### src/rtl/toggle_sched_if.sv
// Request/response bundle between requesters and the toggle scheduler.
// master = requester side, slave = scheduler side.
interface toggle_sched_if #(
    parameter int unsigned NUM_REQ = 4,
    parameter int unsigned CNT_W   = 4,
    parameter int unsigned IDX_W   = $clog2(NUM_REQ)
);
    logic [NUM_REQ-1:0]       req_valid;
    logic [NUM_REQ*CNT_W-1:0] req_count;
    logic [NUM_REQ-1:0]       req_ready;
    logic                     toggle;
    logic                     busy;
    logic [IDX_W-1:0]         owner;
    logic [NUM_REQ-1:0]       done;

    modport master (
        output req_valid, req_count,
        input  req_ready, toggle, busy, owner, done
    );

    modport slave (
        input  req_valid, req_count,
        output req_ready, toggle, busy, owner, done
    );
endinterface

### src/rtl/toggle_sched.sv
// Round-robin scheduler serialising toggle bursts from NUM_REQ requesters onto one
// shared toggle line, with GAP idle cycles between pulses and per-requester done pulses.
module toggle_sched #(
    parameter int unsigned NUM_REQ = 4,
    parameter int unsigned CNT_W   = 4,
    parameter int unsigned GAP     = 1,
    parameter int unsigned IDX_W   = $clog2(NUM_REQ)
) (
    input logic           clk,
    input logic           rst_n,
    toggle_sched_if.slave bus
);
    localparam int unsigned       GAP_W    = (GAP > 0) ? $clog2(GAP + 1) : 1;
    localparam int unsigned       IDX_W1   = IDX_W + 1;
    localparam logic [IDX_W-1:0]  LAST_IDX = IDX_W'(NUM_REQ - 1);
    localparam logic [IDX_W:0]    NUM_REQ_W = IDX_W1'(NUM_REQ);

    typedef enum logic [1:0] {StIdle, StPulse, StGap} state_e;

    state_e             state_q, state_d;
    logic [CNT_W-1:0]   remaining_q, remaining_d;
    logic [GAP_W-1:0]   gap_q, gap_d;
    logic [IDX_W-1:0]   last_grant_q, last_grant_d;
    logic [IDX_W-1:0]   owner_q, owner_d;
    logic [NUM_REQ-1:0] done_q, done_d;
    logic               toggle_q;
    logic               busy_q;

    logic               win_found;
    logic [IDX_W-1:0]   win_idx;
    logic [IDX_W:0]     cand;
    logic [CNT_W-1:0]   win_count;
    logic [NUM_REQ-1:0] ready;
    logic               accept;

    // Search starts just after the last grant and wraps, so the last winner is lowest priority.
    always_comb begin
        win_found = 1'b0;
        win_idx   = '0;
        cand      = '0;
        for (int unsigned k = 1; k <= NUM_REQ; k++) begin
            cand = {1'b0, last_grant_q} + IDX_W1'(k);
            if (cand >= NUM_REQ_W) begin
                cand = cand - NUM_REQ_W;
            end
            if (!win_found && bus.req_valid[cand[IDX_W-1:0]]) begin
                win_found = 1'b1;
                win_idx   = cand[IDX_W-1:0];
            end
        end
    end

    assign win_count = bus.req_count[win_idx*CNT_W +: CNT_W];
    assign ready     = (state_q == StIdle && win_found) ? (NUM_REQ'(1) << win_idx) : '0;
    assign accept    = |(bus.req_valid & ready);

    always_comb begin
        state_d      = state_q;
        remaining_d  = remaining_q;
        gap_d        = gap_q;
        last_grant_d = last_grant_q;
        owner_d      = owner_q;
        done_d       = '0;
        unique case (state_q)
            StIdle: begin
                if (accept) begin
                    last_grant_d = win_idx;
                    owner_d      = win_idx;
                    if (win_count == '0) begin
                        done_d = NUM_REQ'(1) << win_idx;
                    end else begin
                        remaining_d = win_count;
                        state_d     = StPulse;
                    end
                end
            end
            StPulse: begin
                remaining_d = remaining_q - CNT_W'(1);
                if (remaining_q == CNT_W'(1)) begin
                    state_d = StIdle;
                    done_d  = NUM_REQ'(1) << owner_q;
                end else if (GAP > 0) begin
                    gap_d   = GAP_W'(GAP);
                    state_d = StGap;
                end
            end
            StGap: begin
                gap_d = gap_q - GAP_W'(1);
                if (gap_q == GAP_W'(1)) begin
                    state_d = StPulse;
                end
            end
            default: state_d = StIdle;
        endcase
    end

    always_ff @(posedge clk) begin
        if (!rst_n) begin
            state_q      <= StIdle;
            remaining_q  <= '0;
            gap_q        <= '0;
            last_grant_q <= LAST_IDX;
            owner_q      <= '0;
            done_q       <= '0;
            toggle_q     <= 1'b0;
            busy_q       <= 1'b0;
        end else begin
            state_q      <= state_d;
            remaining_q  <= remaining_d;
            gap_q        <= gap_d;
            last_grant_q <= last_grant_d;
            owner_q      <= owner_d;
            done_q       <= done_d;
            // Registered straight from the next state so toggle leaves a flop, glitch-free.
            toggle_q     <= (state_d == StPulse);
            busy_q       <= (state_d != StIdle);
        end
    end

    assign bus.req_ready = ready;
    assign bus.toggle    = toggle_q;
    assign bus.busy      = busy_q;
    assign bus.owner     = owner_q;
    assign bus.done      = done_q;
endmodule

### src/flat_wrapper.sv
// flat-port wrapper written by rule: the top's interface ports become plain ports
module toggle_sched_flat 
#(
    parameter int unsigned NUM_REQ = 4,
    parameter int unsigned CNT_W   = 4,
    parameter int unsigned GAP     = 1,
    parameter int unsigned IDX_W   = $clog2(NUM_REQ)
)
  (clk, rst_n, bus_req_valid, bus_req_count, bus_req_ready, bus_toggle, bus_busy, bus_owner, bus_done);
  toggle_sched_if #(.NUM_REQ(NUM_REQ), .CNT_W(CNT_W), .IDX_W(IDX_W)) bus_i ();
  input logic clk;
  input logic rst_n;
  input wire logic [$bits(bus_i.req_valid)-1:0] bus_req_valid;
  input wire logic [$bits(bus_i.req_count)-1:0] bus_req_count;
  output wire logic [$bits(bus_i.req_ready)-1:0] bus_req_ready;
  output wire logic [$bits(bus_i.toggle)-1:0] bus_toggle;
  output wire logic [$bits(bus_i.busy)-1:0] bus_busy;
  output wire logic [$bits(bus_i.owner)-1:0] bus_owner;
  output wire logic [$bits(bus_i.done)-1:0] bus_done;
  assign bus_i.req_valid = bus_req_valid;
  assign bus_i.req_count = bus_req_count;
  assign bus_req_ready = bus_i.req_ready;
  assign bus_toggle = bus_i.toggle;
  assign bus_busy = bus_i.busy;
  assign bus_owner = bus_i.owner;
  assign bus_done = bus_i.done;
  toggle_sched #(.NUM_REQ(NUM_REQ), .CNT_W(CNT_W), .GAP(GAP), .IDX_W(IDX_W)) u_core (.clk(clk), .rst_n(rst_n), .bus(bus_i));
endmodule
### config.mk
export PLATFORM = sky130hd
export DESIGN_NAME = toggle_sched_flat
export DESIGN_NICKNAME = d
export VERILOG_FILES = /design/src/rtl/toggle_sched_if.sv /design/src/rtl/toggle_sched.sv /design/src/flat_wrapper.sv
export SDC_FILE = /design/constraint.sdc
export NUM_CORES = 1
export LEC_CHECK = 0
export ABC_CLOCK_PERIOD_IN_PS = 2700
export BUFFER_PORTS_ARGS = -buffer_cell sky130_fd_sc_hd__clkbuf_2
export CAP_MARGIN = 20
export CORE_MARGIN = 2
export CORE_UTILIZATION = 52
export CTS_BUF_LIST = sky130_fd_sc_hd__clkbuf_8
export DETAILED_ROUTE_END_ITERATION = 10
export PLACE_DENSITY = 0.93
export SLEW_MARGIN = 20
export SYNTH_ARGS = -nofsm -noshare
export SYNTH_HDL_FRONTEND = slang
export SYNTH_SLANG_ARGS = --single-unit
export TNS_END_PERCENT = 10
### constraint.sdc
create_clock -name clk -period 2.7 [get_ports clk]
set_clock_uncertainty 0.05 [all_clocks]
set_input_delay 0.135 -clock clk [delete_from_list [all_inputs] [get_ports clk]]
set_output_delay 0.135 -clock clk [all_outputs]
set_load 0.01 [all_outputs]
==> results of run 1 <==
## metrics by stage
stage	total power, mW	hold WS [ns]	instance area (µm²)	instances
final	1.33	0.174	1280	184
after detailed placement	1.13	0.435	1230	180
after global placement	1.11	0.416	1230	180
after CTS	1.32	0.166	1280	184
after floorplan	0.966	0.289	1050	124
after global routing	1.44	0.202	1280	184
## layer usage
layer / global-route usage [%] / share of wire [%] / wire length (µm)
met1: 25.5 / 39 / 965
met2: 40.9 / 54 / 1340
met3: 5.83 / 5.5 / 136
met4: 8.10 / 0.73 / 18
met5: 0 / 0 / 0
## critical path, cell delays in order, from the launching register on
cell and delay, ns:
dfxtp_1 0.38, nand2_1 0.11, o22ai_2 0.10, nor3_4 0.53, mux2i_1 0.25, mux2_2 0.21, nand4_2 0.22, o31ai_1 0.33
## cells in the mapped netlist, drive strengths merged
cell	n	share of area, %
o31ai	1	0.71
o22ai	2	1.8
clkbuf	2	0.71
mux2	4	4.3
a21oi	6	2.9
a211oi	6	5.2
nand2b	3	1.8
and2	1	0.59
o32ai	1	0.83
ha	2	2.4
a211o	2	1.7
nand3	6	2.9
o31a	1	0.83
a21o	1	0.71
and3	1	0.59
dfxtp	17	32
nor3	3	2.5
or4	1	0.71
a41o	1	0.95
nand2	12	4.3
o221ai	2	1.7
nand4	2	1.8
o311ai	1	0.83
inv	8	2.9
o21bai	1	0.71
a31oi	1	0.59
or3	2	1.2
nor2	11	4.6
o21a	1	0.71
nor3b	1	0.71
xnor2	1	0.83
o21ai	5	2.4
buf	3	2.0
mux2i	9	8.6
nor2b	2	1.2
o2bb2ai	1	0.83
## flip-flops by register name (all words and copies together) (netlist names)
signal               count
u_core.bus.done          4
u_core.remaining_q       4
u_core.bus.owner         2
u_core.last_grant_q      2
u_core.state_q           2
u_core.bus.busy          1
u_core.bus.toggle        1
u_core.gap_q             1
## cell type report
type / count / area share [%]
inverters: 8 / 2.35
clock inverters: 1 / 0.294
repair buffers: 34 / 13.5
flip-flops and latches: 17 / 26.7
clock buffers: 3 / 3.24
multi-input cells: 94 / 51.3
well taps: 27 / 2.65
## placed cells by master, fill, tap and decap left out, drive strengths merged
cell	synthesis	routed
a21o	1	1
nand2	12	12
clkbuf	2	36
a31oi	1	1
buf	3	1
and2	1	1
a211oi	6	6
o221ai	2	2
and3	1	1
mux2i	9	9
nor2b	2	2
or3	2	2
a21oi	6	6
xnor2	1	1
nor3b	1	1
o22ai	2	2
mux2	4	4
a41o	1	1
o311ai	1	1
nor2	11	11
o31ai	1	1
nand4	2	2
inv	8	9
o32ai	1	1
o31a	1	1
o21ai	5	5
or4	1	1
a211o	2	2
nand2b	3	3
ha	2	2
nor3	3	3
dfxtp	17	17
o21a	1	1
nand3	6	6
o21bai	1	1
o2bb2ai	1	1
## final timing paths
check | start | end | slack, ns | depth (start not counted)
worst max-delay path | u_core.last_grant_q[1]$_SDFFE_PN1P_ | u_core.bus.done[1]$_SDFF_PN0_ | 0.42 | 7
worst max register to register | u_core.last_grant_q[1]$_SDFFE_PN1P_ | u_core.bus.done[1]$_SDFF_PN0_ | 0.42 | 7
worst min register to register | u_core.bus.owner[1]$_SDFFE_PN0P_ | u_core.bus.owner[1]$_SDFFE_PN0P_ | 0.46 | 2
worst min-delay path | rst_n | u_core.last_grant_q[0]$_SDFFE_PN1P_ | 0.17 | 2
## cell families after synthesis
group / after synthesis / synth area share (%)
AO/OA/AOI/OAI: 33 / 23.3
multiplexers: 13 / 12.8
XOR/XNOR: 1 / 0.832
adder cells (fa/ha/maj): 2 / 2.37
flip-flops: 17 / 32.3
buffers and inverters: 13 / 5.58
AND/OR/NAND/NOR: 45 / 22.8
## where the power goes
group / switching, mW / internal [mW]
clock: 0.0886 / 0.101
combinational: 0.400 / 0.304
sequential: 0.0937 / 0.342
total: 0.582 / 0.748
==> impl_metrics.py, run 1 <==
metrics = {
    "placed_design": {
        "hpwlAfterDp_um": 1930,
        "pre_cts_ws_ns": 0.440,
        "gp_congestion": 0.891,
        "port_buffers": 33,
    },
    "global_routing": {
        "grt_pass1_wl_um": 4270,
        "overflow": 0,
        "gr-usage-all-layers_pct": 22.6,
        "grt_max_degree": 14,
        "antenna_found_initial": 0,
        "grt_pass1_vias": 985,
    },
    "status": {
        "outcome": "completed",
    },
    "cells_and_area": {
        "final_nets": 182,
        "nFillCells": 176,
        "post-route-util_pct": 65.7,
        "final-seq-area_um2": 340,
        "multiInputGateArea_um2": 654,
        "antenna_cells": 0,
        "drive_above_1_share_pct": 29.9,
        "syn_to_final_growth_pct": 21.1,
    },
    "timing": {
        "fmax_mhz": 439,
        "worst_slew_pin_slew_ns": 0.681,
        "min_period_ns": 2.28,
        "hold_viol_final": 0,
        "final-setup-viol-count": 0,
        "slew-limit-headroom_pct": 54.5,
        "period_share_pct": 84.4,
        "timing.final.ws_setup_ns": 0.422,
        "tns_ns": 0,
        "drv_slew": 0,
        "grt_setup_unrepaired": "false",
    },
    "critical_path": {
        "crit_required_ns": 2.81,
        "critPathKind": "flip-flop to flip-flop",
        "critPathArrivalTime_ns": 2.39,
        "cp_max_fo": 12,
        "start_kind": "flip-flop",
        "cp-end-kind": "flip-flop",
    },
    "detailed_routing": {
        "antenna_left": 0,
        "firstDrtPassIters": 4,
        "routed_wl_um": 2460,
        "viasPerCell": 5.79,
        "drt_drc_violations_left": 0,
        "num_vias": 1066,
        "wire_per_inst_um": 13.3,
        "drt_iter0_markers": 32,
    },
    "clocking": {
        "insertion_delay_ns": 0.26,
        "hold_buffers": 0,
        "cts_max_path_buffers": 2,
        "cts_resized": 0,
        "clkSinkCount": 17,
        "cts_setup_buffers": 0,
        "cts_root_buf": "clkbuf_8",
        "h-tree-depth": 1,
        "cts_inserted_buffers": 3,
        "cts_tree": "built",
        "clk_pin_slew_ns": 0.07,
    },
    "floorplan": {
        "die_x_um": 49.0,
        "rows": 16,
        "die_area_mm2": 0.00240,
        "initial_core_util_pct": 54.3,
        "coreArea_mm2": 0.00194,
        "die_h_um": 49.0,
        "pin_count": 34,
    },
    "power_and_ir_drop": {
        "p_leak_nw": 0.589,
        "peakVddDrop_v": 0.000730,
        "power_density_mw_per_mm2": 1040,
    },
    "run": {
        "max_cap_violations": 0,
    },
    "hold_path": {
        "hold_path_class": "primary input to flip-flop",
    },
    "synthesis": {
        "syn_nets": 148,
        "yosysWarningCount": 0,
        "avgSynthCellArea_um2": 8.50,
        "yosysSeqAreaShare_pct": 32.3,
        "syn_area_mm2": 0.00105,
        "syn-instance-count": 124,
        "synth.distinct_cells": 42,
        "ys_ff_latch": 17,
    },
}
Power figures use the tool's default switching activity.
==> inputs of run 2 (changes only) <==
ABC_CLOCK_PERIOD_IN_PS = 2300   (was 2700)
clock period = 2.3 ns   (was 2.7 ns; I/O delays follow)
==> run 2 against run 1 <==
  * Maximum frequency up 6.8%
  * Setup slack got worse by 0.25 ns
  * First-iteration DRC count is 31% higher
  * Final cell count grew 1.6%
  * Non-clock buffer count is 2 higher
  * Largest power group unchanged
==> impl_metrics.py, run 2 (synthesis gave the netlist of run 1 again) <==
metrics = {
    "critical_path": {
        "rr_endpoint": "u_core.bus.done[3]$_SDFF_PN0_",
        "cp-end-kind": "flip-flop",
        "critPathKind": "flip-flop to flip-flop",
        "cp_max_fo": 8,
        "crit_required_ns": 2.40,
        "r2r_slack_ns": 0.17,
        "critPathArrivalTime_ns": 2.24,
        "rr_worst_depth": 7,
        "r2r-start": "u_core.last_grant_q[1]$_SDFFE_PN1P_",
        "start_kind": "flip-flop",
    },
    "floorplan": {
        "pin_count": 34,
        "die_h_um": 49.0,
        "die_x_um": 49.0,
        "die_area_mm2": 0.00240,
        "rows": 16,
        "initial_core_util_pct": 54.3,
        "coreArea_mm2": 0.00194,
    },
    "global_routing": {
        "overflow": 0,
        "grt_max_degree": 14,
        "gr-usage-all-layers_pct": 24.4,
        "grt_pass1_vias": 1059,
        "antenna_found_initial": 0,
        "grt_pass1_wl_um": 4450,
    },
    "clocking": {
        "cts_max_path_buffers": 2,
        "insertion_delay_ns": 0.25,
        "h-tree-depth": 1,
        "clkSinkCount": 17,
        "cts_root_buf": "clkbuf_8",
        "cts_inserted_buffers": 3,
        "cts_tree": "built",
        "clk_pin_slew_ns": 0.06,
        "hold_buffers": 0,
    },
    "detailed_routing": {
        "firstDrtPassIters": 4,
        "drt_drc_violations_left": 0,
        "viasPerCell": 5.78,
        "wire_per_inst_um": 14.6,
        "antenna_left": 0,
        "num_vias": 1081,
        "drt_iter0_markers": 42,
        "routed_wl_um": 2730,
    },
    "hold_path": {
        "hold_end": "u_core.last_grant_q[0]$_SDFFE_PN1P_",
        "min_from": "rst_n",
        "hold_path_class": "primary input to flip-flop",
        "hold_depth": 2,
    },
    "cells_and_area": {
        "nFillCells": 163,
        "drive_above_1_share_pct": 32.5,
        "post-route-util_pct": 68.8,
        "final_cell_mix": "clkbuf_2 (33), dfxtp_1 (16), nand2_1 (12)",
        "layout_commonest_cell": "clkbuf_2",
        "final_nets": 185,
        "final_cell_count_no_fill": 187,
        "syn_to_final_growth_pct": 26.7,
        "antenna_cells": 0,
    },
    "timing": {
        "min_period_ns": 2.13,
        "hold_viol_final": 0,
        "drv_slew": 0,
        "slew-limit-headroom_pct": 53.3,
        "worst_slew_pin_slew_ns": 0.699,
        "period_share_pct": 92.7,
        "fmax_mhz": 469,
        "grt_setup_unrepaired": "false",
        "tns_ns": 0,
        "final-setup-viol-count": 0,
    },
    "power_and_ir_drop": {
        "power_frac_clock_pct": 12.9,
        "power.switching_mw": 0.719,
        "power_density_mw_per_mm2": 1240,
        "p_comb_share_pct": 55.9,
        "p_int_mw": 0.934,
        "pwr-share-seq_pct": 31.3,
        "p_leak_nw": 0.607,
        "swShare_pct": 43.5,
        "peakVddDrop_v": 0.000912,
    },
    "placed_design": {
        "port_buffers": 33,
        "hpwlAfterDp_um": 2090,
        "gp_congestion": 0.884,
        "dp_cells": 181,
    },
    "run": {
        "max_cap_violations": 0,
    },
    "status": {
        "outcome": "completed",
    },
}
-- run 2: changes by cell type in the layout (fill, tap and decap cells not counted), sizes merged --
cell  delta
buf      +2
nor3     +1
-- run 2: power groups by stage --
stage,logic (mW),clock network (mW),registers [mW]
floorplan,0.636,0,0.498
CTS,0.854,0.214,0.511
detailed placement,0.841,0,0.517
finish,0.923,0.212,0.517
global route,1.02,0.230,0.537
global placement,0.802,0,0.507
-- run 2: worst max-delay path by stage --
stage                                              from                            end  cells after the start
floorplan           u_core.last_grant_q[1]$_SDFFE_PN1P_   u_core.bus.toggle$_SDFF_PN0_                      8
global placement    u_core.last_grant_q[1]$_SDFFE_PN1P_   u_core.bus.toggle$_SDFF_PN0_                      5
detailed placement  u_core.last_grant_q[1]$_SDFFE_PN1P_  u_core.bus.done[3]$_SDFF_PN0_                      7
CTS                 u_core.last_grant_q[1]$_SDFFE_PN1P_   u_core.bus.toggle$_SDFF_PN0_                      5
global route        u_core.last_grant_q[0]$_SDFFE_PN1P_  u_core.bus.done[3]$_SDFF_PN0_                      8
finish              u_core.last_grant_q[1]$_SDFFE_PN1P_  u_core.bus.done[3]$_SDFF_PN0_                      7
-- run 2: critical path: stages (launching register included) --
cell and delay, ns:
dfxtp_2 0.36, a211oi_2 0.46, nor3_4 0.07, buf_12 0.17
mux2i_1 0.15, mux2_2 0.21, nand4_2 0.22, o32ai_1 0.35
-- run 2: layout make-up --
type | count | area, µm² | area share, %
Multi-Input combinational cell | 95 | 684 | 51.3
Sequential cell | 17 | 342 | 25.6
Timing Repair Buffer | 36 | 200 | 15.0
Clock buffer | 3 | 41.3 | 3.09
Tap cell | 27 | 33.8 | 2.53
Inverter | 8 | 30.0 | 2.25
Clock inverter | 1 | 3.75 | 0.281
-- run 2: layer usage --
layer | part of all wire (%) | wire [µm] | track usage, % | up-vias
met5 | 0 | 0 | 0 | -
met1 | 36 | 980 | 25.5 | 500
met4 | 3.4 | 94 | 14.8 | 0
met3 | 5.5 | 150 | 6.44 | 14
met2 | 55 | 1500 | 43.4 | 39
li1 | - | - | - | 528
-- run 2: metrics by stage --
stage | setup slack [ns] | instance area (µm²) | power, mW | hold slack (ns)
4_1_cts | 0.0849 | 1290 | 1.58 | 0.148
6_report | 0.168 | 1340 | 1.65 | 0.151
2_1_floorplan | 0.375 | 1050 | 1.13 | 0.269
3_5_place_dp | 0.0122 | 1240 | 1.36 | 0.403
5_1_grt | 0.0406 | 1340 | 1.79 | 0.181
3_3_place_gp | 0.174 | 1240 | 1.31 | 0.403
-- run 2: timing repair --
action	CTS	global route
gates resized for setup	0	4
setup buffers	0	1
pin swaps	1	1
gates cloned	1	0
setup endpoints to repair	1	7
